--- config.mk ---
export PLATFORM = sky130hd
export DESIGN_NAME = reorder_buffer
export DESIGN_NICKNAME = d
export VERILOG_FILES = /design/src/rtl/reorder_buffer_pkg.sv /design/src/rtl/reorder_buffer.sv
export SDC_FILE = /design/constraint.sdc
export NUM_CORES = 2
export LEC_CHECK = 0
export ABC_AREA = 0
export CAP_MARGIN = 20
export CORE_ASPECT_RATIO = 2
export CORE_UTILIZATION = 57
export CTS_BUF_LIST = sky130_fd_sc_hd__clkbuf_4 sky130_fd_sc_hd__clkbuf_8 sky130_fd_sc_hd__clkbuf_16
export DETAILED_ROUTE_END_ITERATION = 12
export PLACE_DENSITY = 0.75
export RECOVER_POWER = 50
export SLEW_MARGIN = 20
export SYNTH_ARGS = -nofsm -noshare
export SYNTH_HDL_FRONTEND = slang
export SYNTH_SLANG_ARGS = --single-unit
--- constraint.sdc ---
create_clock -name clk_in -period 6 [get_ports clk_in]
set_input_delay 1.5 -clock clk_in [delete_from_list [all_inputs] [get_ports clk_in]]
set_output_delay 1.5 -clock clk_in [all_outputs]
set_load 0.02 [all_outputs]
--- src/rtl/reorder_buffer_pkg.sv ---
// rob_pkg: shared widths, instruction kinds and entry layout for the reorder buffer
package rob_pkg;
  localparam int ROB_ID_W = 5;
  localparam logic [ROB_ID_W-1:0] NO_DEP = 5'd0;
  typedef enum logic [1:0] {
    KIND_REG    = 2'd0,
    KIND_STORE  = 2'd1,
    KIND_BRANCH = 2'd2
  } rob_kind_e;
  typedef struct packed {
    logic valid;
    logic done;
    logic mispredict;
    rob_kind_e kind;
    logic [4:0] rd;
    logic [31:0] value;
    logic [31:0] alt_pc;
  } rob_entry_t;
  function automatic rob_kind_e norm_kind(input logic [1:0] k);
    return (k == 2'd1) ? KIND_STORE : (k == 2'd2) ? KIND_BRANCH : KIND_REG;
  endfunction
endpackage

--- src/rtl/reorder_buffer.sv ---
// reorder_buffer: circular in-order ROB with rename launch, result forwarding, in-order commit and mispredict flush
module reorder_buffer
  import rob_pkg::*;
#(
  parameter int DEPTH = 16
) (
  input  logic        clk_in,
  input  logic        rst_n_in,
  input  logic        rdy_in,
  input  logic        issue_valid,
  input  logic [1:0]  issue_kind,
  input  logic [4:0]  issue_rd,
  input  logic [31:0] issue_alt_pc,
  output logic        issue_full,
  output logic [4:0]  issue_rob_id,
  output logic        _rob_launch_ready,
  output logic [4:0]  _rob_launch_rob_id,
  output logic [4:0]  _rob_launch_register_id,
  input  logic        wb_valid,
  input  logic [4:0]  wb_rob_id,
  input  logic [31:0] wb_value,
  input  logic        wb_mispredict,
  input  logic [4:0]  query_id_1,
  input  logic [4:0]  query_id_2,
  output logic        query_ready_1,
  output logic        query_ready_2,
  output logic [31:0] query_value_1,
  output logic [31:0] query_value_2,
  output logic        _rob_commit_ready,
  output logic [4:0]  _rob_commit_rob_id,
  output logic [4:0]  _rob_commit_register_id,
  output logic [31:0] _rob_commit_value,
  output logic        commit_store,
  output logic        _clear,
  output logic [31:0] redirect_pc
);
  localparam int PW = $clog2(DEPTH);
  localparam int CW = $clog2(DEPTH + 1);
  rob_entry_t ent [DEPTH];
  rob_entry_t hd;
  logic [PW-1:0] head, tail, wb_idx, q1_idx, q2_idx;
  logic [CW-1:0] count;
  logic accept, retire, flush, wb_hit;
  function automatic logic [PW-1:0] nxt(input logic [PW-1:0] p);
    return (p == PW'(DEPTH - 1)) ? '0 : p + 1'b1;
  endfunction
  assign hd = ent[head];
  assign issue_full = count == CW'(DEPTH);
  assign issue_rob_id = ROB_ID_W'(tail) + 5'd1;
  assign accept = rdy_in & issue_valid & ~issue_full & ~_clear;
  assign _rob_launch_ready = accept;
  assign _rob_launch_rob_id = issue_rob_id;
  assign _rob_launch_register_id = (norm_kind(issue_kind) == KIND_REG) ? issue_rd : 5'd0;
  // commit looks only at registered head state, so a result needs one cycle to become retirable
  assign retire = rdy_in & hd.valid & hd.done;
  assign flush = retire & (hd.kind == KIND_BRANCH) & hd.mispredict;
  assign wb_idx = PW'(wb_rob_id - 5'd1);
  assign wb_hit = rdy_in & wb_valid & ~_clear & (wb_rob_id != NO_DEP) &
                  (wb_rob_id <= ROB_ID_W'(DEPTH)) & ent[wb_idx].valid;
  always_ff @(posedge clk_in or negedge rst_n_in) begin
    if (!rst_n_in) begin
      for (int i = 0; i < DEPTH; i++) ent[i] <= '0;
      head <= '0;
      tail <= '0;
      count <= '0;
      _rob_commit_ready <= 1'b0;
      _rob_commit_rob_id <= '0;
      _rob_commit_register_id <= '0;
      _rob_commit_value <= '0;
      commit_store <= 1'b0;
      _clear <= 1'b0;
      redirect_pc <= '0;
    end else if (rdy_in) begin
      _rob_commit_ready <= retire & (hd.kind == KIND_REG);
      commit_store <= retire & (hd.kind == KIND_STORE);
      _clear <= flush;
      if (retire && hd.kind == KIND_REG) begin
        _rob_commit_rob_id <= ROB_ID_W'(head) + 5'd1;
        _rob_commit_register_id <= hd.rd;
        _rob_commit_value <= hd.value;
      end
      if (flush) begin
        redirect_pc <= hd.alt_pc;
        for (int i = 0; i < DEPTH; i++) ent[i].valid <= 1'b0;
        head <= '0;
        tail <= '0;
        count <= '0;
      end else begin
        if (wb_hit) begin
          ent[wb_idx].done <= 1'b1;
          ent[wb_idx].value <= wb_value;
          ent[wb_idx].mispredict <= wb_mispredict;
        end
        if (accept)
          ent[tail] <= '{valid: 1'b1, done: 1'b0, mispredict: 1'b0, kind: norm_kind(issue_kind),
                         rd: issue_rd, value: 32'd0, alt_pc: issue_alt_pc};
        // retire after the writeback so a late result cannot revive the freed slot
        if (retire) begin
          ent[head].valid <= 1'b0;
          head <= nxt(head);
        end
        if (accept) tail <= nxt(tail);
        count <= count + CW'(accept) - CW'(retire);
      end
    end
  end
  assign q1_idx = PW'(query_id_1 - 5'd1);
  assign q2_idx = PW'(query_id_2 - 5'd1);
  always_comb begin
    query_ready_1 = 1'b0;
    query_value_1 = '0;
    if (query_id_1 != NO_DEP && query_id_1 <= ROB_ID_W'(DEPTH)) begin
      if (ent[q1_idx].valid && ent[q1_idx].done) begin
        query_ready_1 = 1'b1;
        query_value_1 = ent[q1_idx].value;
      end else if (wb_valid && wb_rob_id == query_id_1) begin
        query_ready_1 = 1'b1;
        query_value_1 = wb_value;
      end
    end
  end
  always_comb begin
    query_ready_2 = 1'b0;
    query_value_2 = '0;
    if (query_id_2 != NO_DEP && query_id_2 <= ROB_ID_W'(DEPTH)) begin
      if (ent[q2_idx].valid && ent[q2_idx].done) begin
        query_ready_2 = 1'b1;
        query_value_2 = ent[q2_idx].value;
      end else if (wb_valid && wb_rob_id == query_id_2) begin
        query_ready_2 = 1'b1;
        query_value_2 = wb_value;
      end
    end
  end
endmodule

After elaboration in Yosys (flattened, before gate mapping)
Cells that the tools add are included.
Widths: inputs -> output; s select.
{ "classes": {"order_cmp": 11, "eq_ne": 9, "addsub": 9, "bitwise_logic": 22, "muxes": 72, "n_reduce_logical": 22} }
{ "op_table": {"columns": ["cell", "n"], "rows": [
  ["$mux 1184", 7],
  ["$bwmux 1184", 5],
  ["$demux 74 s4", 5],
  ["$bmux 74 s4", 4],
  ["$mux 74", 10],
  ["$mux 32", 6],
  ["$mux 73", 1],
  ["$mux 72", 1],
  ["$mux 64", 1],
  ["$ge 5x5->1 const B", 5],
  ["$not 4->5", 5],
  ["$mux 4", 6],
  ["$mux 1", 22],
  ["$le 5x5->1 const B", 3],
  ["$lt 5x1->1 const B", 3],
  ["$reduce_bool 5->1", 3],
  ["$and 1x1->1", 14],
  ["$sub 4x1->4 const B", 3],
  ["$add 4x1->5 const B", 2],
  ["$eq 5x5->1", 2],
  ["$logic_and 1x1->1", 10],
  ["$mux 5", 2],
  ["$reduce_and 2->1", 5],
  ["$add 4x1->4 const B", 2],
  ["10 further kinds", 18]
]} }
{ "totals": {"output_inout_bits": 160, "register_bits": 1274} }

Longest topological paths before layout
{ "logic_depth": {"word_depth": 19, "mapped_depth": 22, "ltp_nobuf": 16} }

Least setup slack after synthesis
No wires, ideal clock.
{ "synth_path": {"kind": "in2out", "from": "input port query_id_1[0]", "to": "output port query_value_1[14]", "path_slack_ps": 240, "path_stages": 12, "n_path_buf": 5, "arrival_ps": 4260, "cell_sequence": "clkbuf_1 > inv_1 > ha_1 > clkbuf_1 > clkbuf_1 > buf_2 > clkbuf_1 > mux4_2 > mux2i_1 > nand2_1 > nand3_1 > a21oi_1"} }
{ "synth_between": {"elab_chain_cells": 8, "elab_cells_between_ends": 14, "classes_between": "add/sub (1); order compare (1); eq/ne (1); mux (6); bitwise (1); reduce/logical (4)"} }
{ "synth_lines": {"columns": ["element", "line_no", "source"], "rows": [
  ["start, declared", "reorder_buffer.sv:23", "input logic [4:0] query_id_1,"],
  ["$sub 4x1->4", "reorder_buffer.sv:107", "assign q1_idx = PW'(query_id_1 - 5'd1);"],
  ["$not 4->5 (not written as such)", "reorder_buffer.sv:113, reorder_buffer.sv:115", null],
  ["$bmux 74 s4", "reorder_buffer.sv:113, reorder_buffer.sv:115", null],
  ["$mux 74 (not written as such) (2 in a row)", "reorder_buffer.sv:115", "query_value_1 = ent[q1_idx].value;"],
  ["$logic_and 1x1->1", "reorder_buffer.sv:113", "if (ent[q1_idx].valid && ent[q1_idx].done) begin"],
  ["$mux 32", "reorder_buffer.sv:113", null],
  ["$mux 32 *", "reorder_buffer.sv:112", "if (query_id_1 != NO_DEP && query_id_1 <= ROB_ID_W'(DEPTH)) begin"],
  ["end, declared", "reorder_buffer.sv:27", "output logic [31:0] query_value_1,"]
]} }
Mark *: on every way between the ends. The rest lies on a longest branch, timed or not. The select of a mux whose other input is x is not followed.

Worst setup path in the final report
{ "layout_path": {"from": "input port query_id_2[1]", "to": "output port query_value_2[27]"} }
{ "layout_between": {"elab_chain_cells": 8, "elab_cells_between_ends": 14, "classes_between": "add/sub (1); order compare (1); eq/ne (1); mux (6); bitwise (1); reduce/logical (4)"} }
{ "layout_lines": {"columns": ["element", "line_no", "source"], "rows": [
  ["start, declared", "reorder_buffer.sv:24", "input logic [4:0] query_id_2,"],
  ["$sub 4x1->4", "reorder_buffer.sv:108", "assign q2_idx = PW'(query_id_2 - 5'd1);"],
  ["$not 4->5 (not written as such)", "reorder_buffer.sv:126, reorder_buffer.sv:128", null],
  ["$bmux 74 s4", "reorder_buffer.sv:126, reorder_buffer.sv:128", null],
  ["$mux 74 (not written as such) (2 in a row)", "reorder_buffer.sv:128", "query_value_2 = ent[q2_idx].value;"],
  ["$logic_and 1x1->1", "reorder_buffer.sv:126", "if (ent[q2_idx].valid && ent[q2_idx].done) begin"],
  ["$mux 32", "reorder_buffer.sv:126", null],
  ["$mux 32 *", "reorder_buffer.sv:125", "if (query_id_2 != NO_DEP && query_id_2 <= ROB_ID_W'(DEPTH)) begin"],
  ["end, declared", "reorder_buffer.sv:28", "output logic [31:0] query_value_2,"]
]} }
Marked as above.

==> run metrics <==
Worst Hold Class=reg2reg; PortBufs=251; worst slew pin tran=3.904 ns; crit-path leading delay family=buffers and inverters; critical path fanouts, max=38; Max Root-Sink Buffers=3; Root Driver=clkbuf_16; Post-Route WL=213.2 mm; RSZ-0062 raised after global routing=no; Starting Density=0.5736; CTS clock-pin slew for the worst setup and hold paths=0.06 ns; largest net degree at the start of global routing=175; failing checks=max-capacitance violations, max-slew violations; die width=243.6 um; Total GRT Usage=0.3688; synth unique cells=65; commonest non-fill, non-tap cell in the layout=dfrtp_1; R2R Setup Slk=0.16 ns; postcts setup bufs=0; WP data required=4.50 ns; Pre-antenna DRT Iters=5; Synth Flop Type=dfrtp_1; Pleak=0.03340 uW; initial antenna violation count=9; Fmax achieved=170.1 MHz; H-Tree Level Count=3; dpl cell area=0.07176 sq mm; Core Box Area=0.1160 sq mm; final hold violations=0; Post-synth ARST share=1.000; register area share after synthesis=0.4789; Crit-path slowest cell=mux2i_1; Hold Path Depth=1; finished layout cell area=0.07558 sq mm; top area cells in the synthesized netlist=dfrtp_1, mux4_2, mux2_2, o2bb2ai_1, a22o_1; die area=0.1182 sq mm; period utilization=0.9796; DR WL/cell=33.90 um; pwr/cell area=395.7 mW/mm^2; grt total ovfl=0; post-route ant nets=0; Worst-Skew Late Latency=0.75 ns; Setup crit start kind=input pin; gpl congestion=0.9746; Initial DRC Count=5249; drt via density=7.332; Reg2Reg Depth=9; number of remaining DRC errors=0; post-synth top area share=0.4789; endpoint type of the worst setup path=output pin; Mapped Cells=4539; crit path DAT=4.38 ns; global-route wire length before repair=321.7 mm; Yosys top cell by area=dfrtp_1; total number of vias=46110; clock skew=0.02440 ns; Post-synth EDFFs=0; critical path type=in2out; syn_area_per_cell=14.67 sq um; vias in the first global route=48430; most frequent cells in the layout=dfrtp_1, mux4_2, mux2_2, o2bb2ai_1, nand2_1; Seq cells post-synth=1274; post_cts resized=59; min Tclk post-route=5.878 ns; Post-Place Setup Slack=-0.3705 ns; die height=485.3 um; Ports=252; share of cells above drive strength 1=0.3687; fin. max-slew vios=553; Final Util=0.6513; Reg-to-Reg Start=head[1]; relative slew slack=-1.602; Syn Nets=4656; CTS tree=done; # setup viols final=0; max incr delay on CP=0.57 ns; Buf+Inv Stages, Crit Path=5; Rows=177; worst vdd ir=0.3594 mV; Nets=4790; total negative slack=0 ns; Area Overhead vs Synth=13.54%; CTS Hold Bufs=0; CTS buffer count=111; worst path cell trace=clkdlybuf4s50_1 -> inv_1 -> ha_4 -> xor2_4 -> buf_4 -> buf_8 -> mux2i_1 -> nand2_1 -> nand3_1 -> a21oi_1 -> dlygate4sd2_1; status=complete, but fails checks; Synth Cell Area=0.06657 sq mm; final setup margin=0.1221 ns; max-cap violation count=8; CTS sink count=1274; warnings from Yosys=0; Detail Placement HPWL=130.6 mm
stage by stage:
step / instances / hold slack (ns) / total power, uW
floorplan: 4539 / 0.4509 / 18820
global placement: 6081 / 0.4613 / 21900
detailed placement: 6081 / 0.4687 / 22240
CTS: 6284 / 0.4835 / 30000
global route: 6286 / 0.4984 / 31090
finish: 6289 / 0.4805 / 29910
worst max path at each step:
stage	start	endpoint	cells past startpoint	slack (ns)
2_1_floorplan	query_id_1[0]	query_value_1[14]	12	0.24
4_1_cts	query_id_2[1]	query_value_2[12]	11	0.007
5_1_grt	rst_n_in	ent[1009]	2	0.03
3_5_place_dp	query_id_2[1]	query_value_2[25]	11	-0.37
3_3_place_gp	query_id_2[1]	query_value_2[25]	11	-0.35
6_report	query_id_2[1]	query_value_2[27]	11	0.12
cells in the mapped netlist (all sizes together) (50+ instances only):
library cell / n
a21oi: 134
a22o: 199
buf: 263
clkbuf: 184
dfrtp: 1274
inv: 50
mux2: 698
mux2i: 129
mux4: 627
nand2: 272
nand3: 82
o21ai: 64
o2bb2ai: 324
cells by family after synthesis:
group | count (synthesis) | share of synthesized area
AOI/OAI and AO/OA | 797 | 0.09759
xor gates and xnor gates | 30 | 0.003947
adders and majority gates | 25 | 0.004812
buffers and inverters | 497 | 0.03449
DFF | 1274 | 0.4789
muxes | 1454 | 0.3496
and+or+nand+nor | 462 | 0.03060
area by class of cell:
| class | instances | area (sq um) |
|---|---|---|
| Fill cell | 8313 | 40470 |
| Multi-Input combinational cell | 2768 | 32980 |
| Sequential cell | 1274 | 31890 |
| Timing Repair Buffer | 468 | 4649 |
| Clock buffer | 157 | 3291 |
| Tap cell | 1521 | 1903 |
| Clock inverter | 46 | 661.9 |
| Inverter | 50 | 193.9 |
| Antenna cell | 5 | 12.51 |
worst register-to-register path: stages (launching register included):
cell and delay, ns:
dfrtp_1 2.00, inv_1 0.54, mux4_2 0.36, and2_1 0.16, o211a_4 0.20, clkinv_2 0.44
buf_4 0.55, a21oi_4 0.27, buf_4 0.73, mux2_2 0.46
metal layers:
layer  up-vias  GRT usage  share of wire  wire, um
met3      1000    0.09918           0.11     23160
met4        12     0.2141          0.071     15130
met5         -          0        0.00031        66
met2      3058     0.5918           0.48    103000
met1     24020     0.4492           0.34     71860
li1      18020          -              -         -
where the power goes:
part           switching (uW)  leakage [uW]  internal (uW)
registers                1470        0.0172          10700
clock network            3390       0.00197           4430
logic                    4900        0.0143           5040
total                    9760        0.0334          20100
Note: power is estimated with default switching activity, not from simulation.
